`src/rtl/sound_ac97_tx.sv`:
```
// sound_ac97_tx: AC97 controller transmit side, driving the SDATA_OUT/SYNC lines.
// A free-running 8-bit bit counter defines a 256-bit frame. At count 0 the
// frame is assembled from the PCM inputs and the one-entry command buffer, then
// shifted out MSB first with a single cycle of latency.
//
// Ports:
//   I_CLK        AC97 BIT_CLK; the only clock, rising edge
//   I_RESET      synchronous active-high reset
//   I_PCM_LEFT   20-bit left sample (two's complement)
//   I_PCM_RIGHT  20-bit right sample (two's complement)
//   I_PCM_VALID  PCM inputs valid for the next frame
//   I_CMD_VALID  codec register command request
//   I_CMD_RD     1 = register read, 0 = register write
//   I_CMD_ADDR   7-bit codec register index
//   I_CMD_DATA   16-bit register write data
//   O_CMD_READY  command buffer empty (low during reset)
//   O_SYNC       AC97 SYNC, high for the 16 tag bits
//   O_SDATA_OUT  AC97 serial data, MSB first
//   O_STROBE     one-cycle pulse alongside the first tag bit
module sound_ac97_tx (
  input  logic        I_CLK,
  input  logic        I_RESET,
  input  logic [19:0] I_PCM_LEFT,
  input  logic [19:0] I_PCM_RIGHT,
  input  logic        I_PCM_VALID,
  input  logic        I_CMD_VALID,
  input  logic        I_CMD_RD,
  input  logic [6:0]  I_CMD_ADDR,
  input  logic [15:0] I_CMD_DATA,
  output logic        O_CMD_READY,
  output logic        O_SYNC,
  output logic        O_SDATA_OUT,
  output logic        O_STROBE
);

  logic [7:0]  bit_cnt;
  logic        load;
  logic        accept;

  logic        cmd_full;
  logic        cmd_rd;
  logic [6:0]  cmd_addr;
  logic [15:0] cmd_data;

  // Only frame bits 255..160 ever carry data; bits 159..0 are always zero, so
  // the shifter holds just the upper 96 bits and back-fills zeros.
  logic [95:0] frame_next;
  logic [95:0] shreg;

  assign load   = (bit_cnt == '0);
  assign accept = I_CMD_VALID && O_CMD_READY;

  always_comb begin
    O_CMD_READY = !cmd_full && !I_RESET;
  end

  // Frame image built from state sampled before the load edge.
  always_comb begin
    frame_next     = '0;
    // slot 0: tag
    frame_next[95] = 1'b1;
    frame_next[94] = cmd_full;
    frame_next[93] = cmd_full && !cmd_rd;
    frame_next[92] = I_PCM_VALID;
    frame_next[91] = I_PCM_VALID;
    // slot 1: command address
    if (cmd_full) begin
      frame_next[79:60] = {cmd_rd, cmd_addr, 12'h000};
    end
    // slot 2: command data, writes only
    if (cmd_full && !cmd_rd) begin
      frame_next[59:40] = {cmd_data, 4'h0};
    end
    // slots 3 and 4: PCM left/right
    if (I_PCM_VALID) begin
      frame_next[39:20] = I_PCM_LEFT;
      frame_next[19:0]  = I_PCM_RIGHT;
    end
  end

  always_ff @(posedge I_CLK) begin
    if (I_RESET) begin
      bit_cnt     <= '0;
      shreg       <= '0;
      O_SDATA_OUT <= 1'b0;
      O_SYNC      <= 1'b0;
      O_STROBE    <= 1'b0;
    end else begin
      bit_cnt  <= bit_cnt + 8'd1;
      O_SYNC   <= (bit_cnt < 8'd16);
      O_STROBE <= load;
      // The first bit of a new frame comes straight from the assembled image,
      // the remainder is parked in the shifter for the following cycles.
      if (load) begin
        O_SDATA_OUT <= frame_next[95];
        shreg       <= {frame_next[94:0], 1'b0};
      end else begin
        O_SDATA_OUT <= shreg[95];
        shreg       <= {shreg[94:0], 1'b0};
      end
    end
  end

  // One-entry command buffer. A command accepted on the load edge misses the
  // frame being assembled (tag uses cmd_full from before the edge) and so goes
  // out in the next one. Acceptance requires an empty buffer, so a load that
  // clears the buffer never coincides with a new acceptance.
  always_ff @(posedge I_CLK) begin
    if (I_RESET) begin
      cmd_full <= 1'b0;
      cmd_rd   <= 1'b0;
      cmd_addr <= '0;
      cmd_data <= '0;
    end else if (load && cmd_full) begin
      cmd_full <= 1'b0;
    end else if (accept) begin
      cmd_full <= 1'b1;
      cmd_rd   <= I_CMD_RD;
      cmd_addr <= I_CMD_ADDR;
      cmd_data <= I_CMD_DATA;
    end
  end

endmodule

```
`config.mk`:
```
export PLATFORM = sky130hd
export DESIGN_NAME = sound_ac97_tx
export DESIGN_NICKNAME = d
export VERILOG_FILES = /design/src/rtl/sound_ac97_tx.sv
export SDC_FILE = /design/constraint.sdc
export NUM_CORES = 1
export LEC_CHECK = 0
export BUFFER_PORTS_ARGS = -buffer_cell sky130_fd_sc_hd__buf_2
export CORE_UTILIZATION = 50
export DETAILED_ROUTE_END_ITERATION = 10
export PLACE_DENSITY = 0.72
export SYNTH_ARGS = -nofsm -noshare
export SYNTH_HDL_FRONTEND = slang
export SYNTH_SLANG_ARGS = --single-unit
```
`constraint.sdc`:
```
create_clock -name I_CLK -period 2.85 [get_ports I_CLK]
set_input_delay 0.57 -clock I_CLK [delete_from_list [all_inputs] [get_ports I_CLK]]
set_output_delay 0.57 -clock I_CLK [all_outputs]
set_load 0.03 [all_outputs]
```
==> results.cfg <==
[floorplan]
fp-row-count = 33
io_pins = 72
dieArea_sq_um = 8770
die_h_um = 93.7
die_w_um = 93.7
start_util_pct = 51.4
core_area_sq_um = 8180

[power_and_ir_drop]
p_per_area_nw_per_um2 = 822
design_power_total_mw = 4.26
ir_drop_uv = 363
p_leak_nw = 2.17

[timing]
layout_min_cycle_time_ps = 2030
slew_headroom_pct = 51.0
setup_viol = 0
finalCritPeriodShare_pct = 71.1
grt_setup_unrepaired = no
slew_violations = 0
hold_violations = 0
tightest_slew_ps = 728
tns_ps = 0
fmax_ghz = 0.493
finClkSkew_ps = 7.55
timing.final.ws_setup_ps = 822

[placed_design]
port-buffer-count = 71
place_ws_ps = 853
hpwlAfterDp_um = 4460
gp_congestion = 0.757

[cells_and_area]
syn2layout_area_growth_pct = 23.5
num_antenna_cells = 0
drive_above_1_share_pct = 25.7
nets = 508

[worst_setup_path]
setup.worst_path.start_class = register
required_ps = 3290
cp_data_arrival_time_ps = 2470
cp-end-kind = register
crit_type = reg -> reg
critPathSlowestCell = or3b_2
path_delay_family = simple AND/OR/NAND/NOR gates
cp_num_buf_inv = 2
ff2ff_setup_slack_ps = 820
worstPathMaxFanout = 41
slowest_delay_ps = 520
path_cells = inv_1 > ha_1 > or3b_2 > nor4b_4 > buf_4 > a22o_1

[yosys]
synthArstFlopShare_pct = 0
syn-num-nets = 440
yosysMostFrequentCell = dfxtp_1
syn_inst = 370
avgSynthCellArea_sq_um = 11.4
yosysTopAreaCell = dfxtp_1
synth_edf_count = 0
ys.flop_type = dfxtp_1
synth_cell_type_count = 30
netlist_top_cells_count = 131 x dfxtp_1, 56 x a22o_1, 27 x and2_1, 27 x o21ai_0, 26 x nand2b_1
netlist_area_sq_um = 4200
yosys.area.top_type_share_pct = 62.4
synth_seq_area_share_pct = 62.4
synth.area.top_cells = dfxtp_1 62%, a22o_1 12%, and2_1 4.0%
yosysWarnings = 0
synth-seq-cells = 131

[global_routing]
grt_pass1_vias = 2632
grt.total_usage_pct = 18.6
grt_overflow = 0
grt_pass1_wl_um = 12400
grtUsageMet1_pct = 24.7
grt_busiest_layer = met2
met2_usage_pct = 27.7
antenna_found_initial = 0
use_met3_pct = 5.91
grt_max_degree = 96

[clock_tree]
root_buffer = clkbuf_8
holdBufCountCts = 0
cts_setup_buffers = 0
cts_resized = 0
cts_sinks = 131
clkSlewWorstSetupHoldPaths_ps = 60
tritoncts = yes
cts-buffers-inserted = 17
clock_path_buffers = 2
htree_levels = 4
worst_skew_pair.late_latency_ps = 510

[job]
maxCapViolations = 0

[hold_path]
holdCritPathClass = in -> reg

[detailed_routing]
wire_per_inst_um = 13.4
antenna_left = 0
drcViolationCount = 0
via_count = 2806
firstDrtPassIters = 4
routed_wl_um = 7440
drt_iter0_markers = 117
viasPerCell = 5.05

[status]
outcome = finished clean
power breakdown:
part           switching [mW]  internal, mW  leakage (nW)
Clock                   0.805          1.25         0.272
Combinational           0.140         0.112         0.834
Sequential             0.0410          1.92          1.07
area by class of cell:
cell class	instances	area, sq um
Sequential cell	131	2620
Tap cell	105	131
Clock inverter	15	160
Clock buffer	17	414
Inverter	3	11.3
Fill cell	669	2990
Timing Repair Buffer	77	413
Multi-Input combinational cell	208	1440
through the flow:
step | util, % | cell area (sq um) | hold slack [ps] | instances
floorplan | - | 4200 | 403 | 370
global placement | 56.4 | 4610 | 409 | 524
detailed placement | 56.4 | 4610 | 412 | 524
CTS | 63.5 | 5190 | 235 | 556
global route | 63.5 | 5190 | 245 | 556
finish | 63.5 | 5190 | 255 | 556
logic make-up (layout without fill, tap and decap cells):
group,Yosys count,in the layout,synth area share (%)
AND/OR/NAND/NOR,103,103,14.5
buffers and inverters,31,112,3.78
adder cells (fa/ha/maj),2,2,0.595
AO/OA/AOI/OAI,100,100,18.1
flip-flops,131,131,62.4
XOR/XNOR,3,3,0.625
final timing paths:
check                                      startpoint                         to  cells past startpoint
worst max-delay path            bit_cnt[0]$_SDFF_PP0_       shreg[35]$_SDFF_PP0_                      6
worst min-delay path                   I_CMD_DATA[13]  cmd_data[13]$_SDFFE_PP0P_                      3
worst min register to register   shreg[41]$_SDFF_PP0_       shreg[42]$_SDFF_PP0_                      1
worst max register to register  bit_cnt[0]$_SDFF_PP0_       shreg[35]$_SDFF_PP0_                      6
flip-flops by register name (all words and copies together), names as in the netlist:
signal,cells
shreg,95
cmd_data,16
bit_cnt,8
cmd_addr,7
O_SDATA_OUT,1
O_STROBE,1
O_SYNC,1
cmd_full,1
cmd_rd,1
layer usage:
metal,wire (um),vias to the layer above
met5,0,-
met4,104,0
met3,301,11
met2,3340,62
met1,3690,1305
li1,-,1428
worst min-delay path, stage by stage:
cell     delay, ps
buf_2           70
nand2_1         40
o21ai_0         50
placed cells by master, fill, tap and decap left out, types with 2 or more instances in the layout:
cell        synthesis  routed
clkbuf_16           0      16
dfxtp_1           131     131
clkinvlp_4          0       4
clkinv_4            0       4
a32o_1              8       8
ha_1                2       2
nand2b_1           26      26
nand3_1             4       4
buf_2               4      71
a21o_1              4       4
nor2_1              7       7
xor2_1              2       2
a21oi_1             5       4
or3_1               3       3
o21ai_0            27      27
and2_1             27      27
a22o_1             56      56
bufinv_16           0       2
clkinv_2            0       3
buf_4               0       5
nand2_1            25      25
inv_1               3       3
(Power assumes the default switching activity.)
